===== src/rtl/kmeans_pkg.sv =====
// Shared constants and the cluster-index type used by the distance,
// store and centroid-update stages of the K-means datapath.
package kmeans_pkg;

    localparam int K_DEF      = 3;
    localparam int DATA_W_DEF = 16;
    localparam int DEPTH_DEF  = 64;
    localparam int IDX_W_DEF  = $clog2(K_DEF);

    typedef logic [IDX_W_DEF-1:0] cluster_idx_t;

endpackage


===== src/rtl/kmeans_bank.sv =====
// One cluster's sample bank: memory, fill counter, full flag and, with
// KMEANS_SUM_EN defined, a running sum of the stored samples.
module kmeans_bank
    import kmeans_pkg::*;
#(
    parameter int DATA_W = DATA_W_DEF,
    parameter int DEPTH  = DEPTH_DEF,
    parameter int ADDR_W = $clog2(DEPTH),
    parameter int CNT_W  = ADDR_W + 1
`ifdef KMEANS_SUM_EN
    ,parameter int SUM_W = DATA_W + ADDR_W
`endif
) (
    input  logic              clk,
    input  logic              reset,
    input  logic              clr,
    input  logic              wr_en,
    input  logic [DATA_W-1:0] wr_data,
    input  logic [ADDR_W-1:0] rd_addr,
    output logic [DATA_W-1:0] rd_data,
    output logic [CNT_W-1:0]  count,
    output logic              full
`ifdef KMEANS_SUM_EN
    ,output logic [SUM_W-1:0] sum
`endif
);

    logic [DATA_W-1:0] mem [DEPTH];

    // The fill pointer is the count itself; the top never asserts wr_en on a full bank.
    always_ff @(posedge clk) begin
        if (wr_en) begin
            mem[count[ADDR_W-1:0]] <= wr_data;
        end
    end

    always_ff @(posedge clk or negedge reset) begin
        if (!reset) begin
            count <= '0;
        end else if (clr) begin
            count <= '0;
        end else if (wr_en) begin
            count <= count + CNT_W'(1);
        end
    end

    assign full    = (count == CNT_W'(DEPTH));
    assign rd_data = mem[rd_addr];

`ifdef KMEANS_SUM_EN
    always_ff @(posedge clk or negedge reset) begin
        if (!reset) begin
            sum <= '0;
        end else if (clr) begin
            sum <= '0;
        end else if (wr_en) begin
            sum <= sum + SUM_W'(wr_data);
        end
    end
`endif

endmodule


===== src/rtl/kmeans_cluster_store.sv =====
// K-cluster sample store with valid/ready input, registered reads and
// out-of-range index reporting. Define KMEANS_SUM_EN for per-cluster sums.
module kmeans_cluster_store
    import kmeans_pkg::*;
#(
    parameter int K      = K_DEF,
    parameter int DATA_W = DATA_W_DEF,
    parameter int DEPTH  = DEPTH_DEF,
    parameter int IDX_W  = $clog2(K),
    parameter int ADDR_W = $clog2(DEPTH),
    parameter int CNT_W  = ADDR_W + 1
`ifdef KMEANS_SUM_EN
    ,parameter int SUM_W = DATA_W + ADDR_W
`endif
) (
    input  logic              clk,
    input  logic              reset,
    input  logic              in_valid,
    output logic              in_ready,
    input  logic [DATA_W-1:0] in_data,
    input  logic [IDX_W-1:0]  in_idx,
    input  logic              clr,
    input  logic              rd_en,
    input  logic [IDX_W-1:0]  rd_sel,
    input  logic [ADDR_W-1:0] rd_addr,
    output logic              rd_valid,
    output logic [DATA_W-1:0] rd_data,
    output logic [CNT_W-1:0]  cnt,
    output logic [K-1:0]      full,
    output logic              err
`ifdef KMEANS_SUM_EN
    ,output logic [SUM_W-1:0] sum
`endif
);

    logic [K-1:0]      wr_en;
    logic [DATA_W-1:0] bank_rdata [K];
    logic [CNT_W-1:0]  bank_cnt   [K];
    logic              idx_oob;
    logic              tgt_full;
    logic              xfer;
    logic [DATA_W-1:0] sel_rdata;
    logic [CNT_W-1:0]  sel_cnt;
`ifdef KMEANS_SUM_EN
    logic [SUM_W-1:0]  bank_sum   [K];
    logic [SUM_W-1:0]  sel_sum;
`endif

    for (genvar k = 0; k < K; k++) begin : g_bank
        kmeans_bank #(
            .DATA_W (DATA_W),
            .DEPTH  (DEPTH),
            .ADDR_W (ADDR_W),
            .CNT_W  (CNT_W)
`ifdef KMEANS_SUM_EN
            ,.SUM_W (SUM_W)
`endif
        ) u_bank (
            .clk     (clk),
            .reset   (reset),
            .clr     (clr),
            .wr_en   (wr_en[k]),
            .wr_data (in_data),
            .rd_addr (rd_addr),
            .rd_data (bank_rdata[k]),
            .count   (bank_cnt[k]),
            .full    (full[k])
`ifdef KMEANS_SUM_EN
            ,.sum    (bank_sum[k])
`endif
        );
    end

    // Out-of-range indices are accepted (and flagged) so a bad index never stalls the producer.
    always_comb begin
        idx_oob   = (int'(in_idx) >= K);
        tgt_full  = 1'b0;
        sel_rdata = '0;
        sel_cnt   = '0;
        wr_en     = '0;
`ifdef KMEANS_SUM_EN
        sel_sum   = '0;
`endif
        for (int k = 0; k < K; k++) begin
            if (int'(in_idx) == k) begin
                tgt_full = full[k];
            end
            if (int'(rd_sel) == k) begin
                sel_rdata = bank_rdata[k];
                sel_cnt   = bank_cnt[k];
`ifdef KMEANS_SUM_EN
                sel_sum   = bank_sum[k];
`endif
            end
        end
        in_ready = !clr && (idx_oob || !tgt_full);
        xfer     = in_valid && in_ready;
        for (int k = 0; k < K; k++) begin
            wr_en[k] = xfer && (int'(in_idx) == k);
        end
    end

    assign cnt = sel_cnt;
`ifdef KMEANS_SUM_EN
    assign sum = sel_sum;
`endif

    // Reads compare against the pre-write count, so a slot being filled this edge reads as 0.
    always_ff @(posedge clk or negedge reset) begin
        if (!reset) begin
            rd_valid <= 1'b0;
            rd_data  <= '0;
            err      <= 1'b0;
        end else begin
            rd_valid <= rd_en;
            err      <= xfer && idx_oob;
            if (rd_en) begin
                rd_data <= (CNT_W'(rd_addr) < sel_cnt) ? sel_rdata : '0;
            end
        end
    end

endmodule


===== config.mk =====
export PLATFORM = sky130hd
export DESIGN_NAME = kmeans_cluster_store
export DESIGN_NICKNAME = d
export VERILOG_FILES = /design/src/rtl/kmeans_pkg.sv /design/src/rtl/kmeans_bank.sv /design/src/rtl/kmeans_cluster_store.sv
export SDC_FILE = /design/constraint.sdc
export NUM_CORES = 2
export LEC_CHECK = 0
export CAP_MARGIN = 10
export CELL_PAD_IN_SITES_DETAIL_PLACEMENT = 2
export CELL_PAD_IN_SITES_GLOBAL_PLACEMENT = 2
export CORE_ASPECT_RATIO = 0.7
export CORE_MARGIN = 5
export CORE_UTILIZATION = 30
export CTS_CLUSTER_DIAMETER = 40
export CTS_CLUSTER_SIZE = 30
export DETAILED_ROUTE_END_ITERATION = 12
export PLACE_DENSITY_LB_ADDON = 0.1
export SLEW_MARGIN = 40
export SYNTH_ARGS = -nofsm -noshare
export SYNTH_HDL_FRONTEND = slang
export SYNTH_SLANG_ARGS = --single-unit

===== constraint.sdc =====
create_clock -name clk -period 9.2 [get_ports clk]
set_input_delay 1.84 -clock clk [delete_from_list [all_inputs] [get_ports clk]]
set_output_delay 1.84 -clock clk [all_outputs]
set_load 0.05 [all_outputs]

=== After elaboration in Yosys (flattened, before gate mapping) ===
Memory sizes are Yosys's and may differ from the RTL's.
Cells that the tools add are included.

* Logic and storage cells: 57
* Flip-flop bits (word level): 39
* Input bits: 31
* Memories: 3
* Memory bits (writable): 3,072

* Equality and inequality tests: 7
* Mux-type cells: 22
* Reductions and logical operators: 14
* $lt $le $gt $ge: 2
* Add/sub/neg operators: 3

{| class="wikitable"
|+ Memories
! name !! depth !! bits a word !! read ports !! clocked after memory_dff !! write ports !! RTL line !! text
|-
| g_bank[0].u_bank.mem || 64 || 16 || 1 || 0 || 1 || kmeans_bank.sv:28 || <nowiki>logic [DATA_W-1:0] mem [DEPTH];</nowiki>
|-
| g_bank[1].u_bank.mem || 64 || 16 || 1 || 0 || 1 || kmeans_bank.sv:28 ||
|-
| g_bank[2].u_bank.mem || 64 || 16 || 1 || 0 || 1 || kmeans_bank.sv:28 ||
|}

{| class="wikitable"
|+ Operators with widths
! kind !! count
|-
| $mux 16 || 4
|-
| $mux 7 || 9
|-
| $add 7x1->7 const B || 3
|-
| $eq 7x7->1 const B || 3
|-
| $mux 1 || 9
|-
| $eq 2x2->1 const B || 4
|-
| $lt 6x7->1 || 1
|-
| $logic_and 1x1->1 || 6
|-
| $reduce_bool 2->1 || 3
|-
| $logic_not 2->1 || 2
|-
| $ge 2x2->1 const B || 1
|-
| $logic_not 1->1 || 2
|-
| $logic_or 1x1->1 || 1
|}

=== Logic depth before layout (Yosys ltp) ===
* Depth in word-level cells: 11
* Depth in mapped cells: 13
* Mapped depth without buffers: 11

=== By module ===
A second synthesis with hierarchy kept.

* Cell total of the unflattened synthesis: 6,238
* Area, all modules: 121,858.1 um^2

{| class="wikitable"
|+ Modules (own cells, without submodules)
! module !! cells each !! instances !! area an instance (um^2) !! seq. area each (um^2)
|-
| kmeans_bank || 2,020 || 3 || 40,149.8 || 30,924.7
|-
| kmeans_cluster_store || 178 || 1 || 1,408.9 || 450.4
|}

=== Least setup slack after synthesis ===
No wires, ideal clock.

* Kind: input -> output
* Start point: input port in_idx[0]
* End point: output port in_ready
* Data arrival time: 3.532 ns
* Data required time: 7.360 ns
* Stages on the path: 4
* Slack: 3.828 ns
* Path buffers: 0
* Cell sequence: inv_1 > mux2i_1 > nor2_1 > a311oi_1

* Longest elaborated chain between the ends: 7
* Elaborated cells between the ends (all ways): 10
* Classes of those cells: 1 x order compare; 2 x eq/ne; 3 x mux; 4 x reduce/logical

{| class="wikitable"
|+ RTL lines
! what !! RTL line !! text
|-
| from (decl) || kmeans_cluster_store.sv:21 || <nowiki>input logic [IDX_W-1:0] in_idx,</nowiki>
|-
| $logic_not 2->1 || kmeans_cluster_store.sv:85 || <nowiki>if (int'(in_idx) == k) begin</nowiki>
|-
| $mux 1 (3 in a row) || kmeans_cluster_store.sv:85 ||
|-
| $logic_not 1->1 || kmeans_cluster_store.sv:96 || <nowiki>in_ready = !clr && (idx_oob || !tgt_full);</nowiki>
|-
| $logic_or 1x1->1 (*) || kmeans_cluster_store.sv:96 ||
|-
| $logic_and 1x1->1 (*) || kmeans_cluster_store.sv:96 ||
|-
| to (decl) || kmeans_cluster_store.sv:19 || <nowiki>output logic in_ready,</nowiki>
|}

Mark *: on every way between the ends. The rest lies on a longest branch, timed or not.

=== Worst setup path in the final report ===
* Start point: input port rd_sel[1]
* End point: output port cnt[6]

* Longest elaborated chain between the ends: 4
* Elaborated cells between the ends (all ways): 6
* Classes of those cells: 2 x eq/ne; 3 x mux; 1 x reduce/logical

{| class="wikitable"
|+ RTL lines
! what !! RTL line !! text
|-
| from (decl) || kmeans_cluster_store.sv:24 || <nowiki>input logic [IDX_W-1:0] rd_sel,</nowiki>
|-
| $logic_not 2->1 || kmeans_cluster_store.sv:88 || <nowiki>if (int'(rd_sel) == k) begin</nowiki>
|-
| $mux 7 (2 in a row) || kmeans_cluster_store.sv:88 ||
|-
| $mux 7 (*) || kmeans_cluster_store.sv:88 ||
|-
| to (decl) || kmeans_cluster_store.sv:28 || <nowiki>output logic [CNT_W-1:0] cnt,</nowiki>
|}

Marks and branches as above.

==> results.yml <==
power_and_ir_drop:
  combinationalPowerShare_pct: 4.8
  p_seq_share_pct: 44.4
  power.leakage_nw: 45.6
  internal-power_mw: 27.0
  vdd_drop_max_uv: 148
  power_density_mw_per_mm2: 242
  clockPowerShare_pct: 50.8
  netSwitchingPower_mw: 8.13
  p_sw_share_pct: 23.1
  total_power_mw: 35.1
sta:
  relSlewSlack_pct: 36.3
  finalCriticalPeriod_ns: 6.78
  hold-worst-slack_ns: 0.623
  fin_setup_tns_ns: 0
  rsz0062_at_grt: "no"
  hold_violations: 0
  setup_viol: 0
  drv_slew: 0
  tightest_slew_ns: 0.946
  clock_skew_ns: 0.0347
  fmax_ghz: 0.148
  period_share_pct: 73.7
  setup_slack_ns: 2.42
worst_setup_path:
  r2r_end: "g_bank[0].u_bank.mem[41][14]$_DFFE_PP_"
  crit_top_cell: "clkdlybuf4s50_1"
  critPathSlowestCell: "clkdlybuf4s50_1"
  rr_worst_depth: 8
  cp_top_family: "buffers and inverters"
  worstSetupPathType: "in2out"
  critPathCaptureType: "primary output"
  worst_setup_path_start_kind: "primary input"
  critPathMaxStageDelay_ns: 1.04
  required_ns: 7.36
  path_cells: "clkdlybuf4s50_1, buf_4, nor2b_1, nand2_1, o21ai_1, clkdlybuf4s50_1"
  r2r_start: "g_bank[0].u_bank.count[5]$_DFFE_PN0P_"
  r2r_setup_slack_ns: 4.06
  crit_fanout: 22
  cp_data_arrival_time_ns: 4.94
  path_buf_inv: 3
floorplan:
  core.rowCount: 194
  die_y_um: 540
  die_width_um: 768
  coreArea_mm2: 0.400
  die_area_mm2: 0.415
  ios: 60
  start_util_pct: 30.2
hold_path:
  hold_depth: 2
  min_from: "g_bank[0].u_bank.count[6]$_DFFE_PN0P_"
  hold_end: "g_bank[0].u_bank.count[6]$_DFFE_PN0P_"
  worstHoldPathType: "reg2reg"
routing:
  wl_met2_um: 193000
  drtPass1Iterations: 5
  routed-wl-met3_um: 27900
  drc: 0
  drt_iter0_markers: 6323
  avgRoutedWirePerCell_um: 37.0
  vias_per_cell: 5.26
  drt-met1-wl_um: 208000
  antenna_left: 0
  topRoutingLayerUsed: "met5"
  vias: 62200
  drt-total-wl_um: 438000
place:
  dp_slack_ns: 2.39
  dp_cells: 11000
  gp_congestion: 0.795
  hpwl_um: 279000
  dpl_cell_area_mm2: 0.130
  port-buffer-count: 59
clocking:
  insertion_delay_ns: 0.95
  cts-hold-fix-buffers: 0
  numCtsBuffers: 441
  ctsResizeCount: 0
  cts_setup_buffers: 0
  cts_root_buf: "clkbuf_16"
  clock_sinks: 3111
  path_clk_slew_ns: 0.05
  max-clock-path-buffers: 4
  cts_max_level: 5
  cts_tree: "yes"
synthesis:
  synthFlopType: "edfxtp_1"
  yosys.cell_count.top_type: "edfxtp_1"
  async_reset_ff_share_pct: 1.25
  synth_fp_nets: 5711
  synthTopCellsByCount: "edfxtp_1 (3072), mux4_2 (672), nor2_1 (278)"
  synth_top_cell_by_area: "edfxtp_1"
  synth_cells: 5669
  synth_top_area_share_pct: 76.5
  ys_warn_count: 0
  ys_seq_area_share_pct: 77.3
  ys_ff_latch: 3111
  synth_edf_count: 3072
  synth.area.top_cells: "edfxtp_1 (77%), mux4_2 (13%), mux2i_1 (2.0%)"
  yosysUniqueCellTypes: 74
  syn_area_mm2: 0.121
  synth.avg_cell_area_um2: 21.3
global_route:
  grt_max_degree: 126
  grt_pass1_vias: 65400
  antenna_found_initial: 50
  grt_pass1_wl_um: 593000
  grt_usage_pct: 20.7
  gr-total-overflow: 0
final_layout:
  design_area_mm2: 0.145
  final_core_util_pct: 36.4
  final_nets: 6185
  fin_cells: 11800
  drive_gt1_share_pct: 30.4
  area_delta_synth_final_pct: 20.6
flow_run:
  drv_cap: 0
status:
  outcome: "complete, no violations"
## cell type report
cell class | instances | area (um2)
fillers | 37900 | 254000
flip-flops and latches | 3111 | 93200
multi-input cells | 2195 | 26300
clock buffers | 484 | 11400
well taps | 5292 | 6620
clock inverters | 336 | 4060
repair buffers | 369 | 3670
inverters | 25 | 96.3
diodes | 16 | 40.0
## placed cells by master (no fill, tap or decap), types with 13 or more instances in the layout
cell	count
edfxtp_1	3072
mux4_2	672
clkbuf_16	450
buf_4	254
mux2i_1	232
a22oi_1	181
nor2_1	139
nand2_1	127
a21oi_1	112
nor2_4	90
nand3_1	71
bufinv_16	66
inv_6	63
clkinv_4	58
nor2_2	50
clkinv_1	44
a221oi_1	44
clkinv_2	42
clkinvlp_4	40
o21ai_0	39
dfrtp_1	39
nor3_1	35
clkdlybuf4s50_1	35
clkbuf_1	33
o22ai_1	26
a221o_1	26
buf_6	24
buf_12	24
inv_1	22
a22o_1	21
nand2b_1	20
nand4_1	19
diode_2	16
buf_16	16
inv_8	15
a31oi_1	14
nor2b_1	13
## worst register-to-register path: cells and delay by family (launching register included)
family / cells / cell delay (ns)
DFF: 1 / 0.76
buffers and inverters: 1 / 0.36
muxes: 1 / 0.38
and+or+nand+nor: 6 / 3.33
## state kept, by name (all words and copies together) (netlist names)
signal	cells
g_bank.u_bank.mem	3072
g_bank.u_bank.count	21
rd_data	16
err	1
rd_valid	1
## how the worst max path moves through the flow
stage / endpoint / from / depth (start not counted) / slack [ns]
2_1_floorplan: in_ready / in_idx[0] / 4 / 3.83
3_3_place_gp: cnt[6] / rd_sel[1] / 6 / 2.39
3_5_place_dp: cnt[6] / rd_sel[1] / 6 / 2.39
4_1_cts: cnt[6] / rd_sel[1] / 6 / 2.39
5_1_grt: cnt[6] / rd_sel[1] / 6 / 2.38
6_report: cnt[6] / rd_sel[1] / 6 / 2.42
## kinds of logic (layout without fill, tap and decap cells)
group / after synthesis / count (layout) / share of synthesized area (%)
other: 0 / 16 / 0
xor gates and xnor gates: 13 / 13 / 0.0944
muxes: 916 / 916 / 14.6
AOI/OAI and AO/OA: 594 / 594 / 3.54
adders and majority gates: 11 / 11 / 0.114
and+or+nand+nor: 661 / 661 / 2.52
buffers and inverters: 363 / 1214 / 1.83
DFF: 3111 / 3111 / 77.3
## power by group through the flow
stage	Clock, mW	Sequential, mW	Combinational (mW)
floorplan	0	15.9	0.737
global placement	0	15.9	1.67
detailed placement	0	15.9	1.71
CTS	18.2	15.6	1.71
global route	18.9	15.6	1.77
finish	17.8	15.6	1.69
## routing by layer
| layer | up-vias | track usage [%] |
|---|---|---|
| met2 | 1877 | 31.0 |
| li1 | 25000 | - |
| met4 | 4 | 4.15 |
| met1 | 34900 | 31.5 |
| met5 | - | 0 |
| met3 | 461 | 3.86 |
No activity file was read; power rests on OpenSTA's default activity.
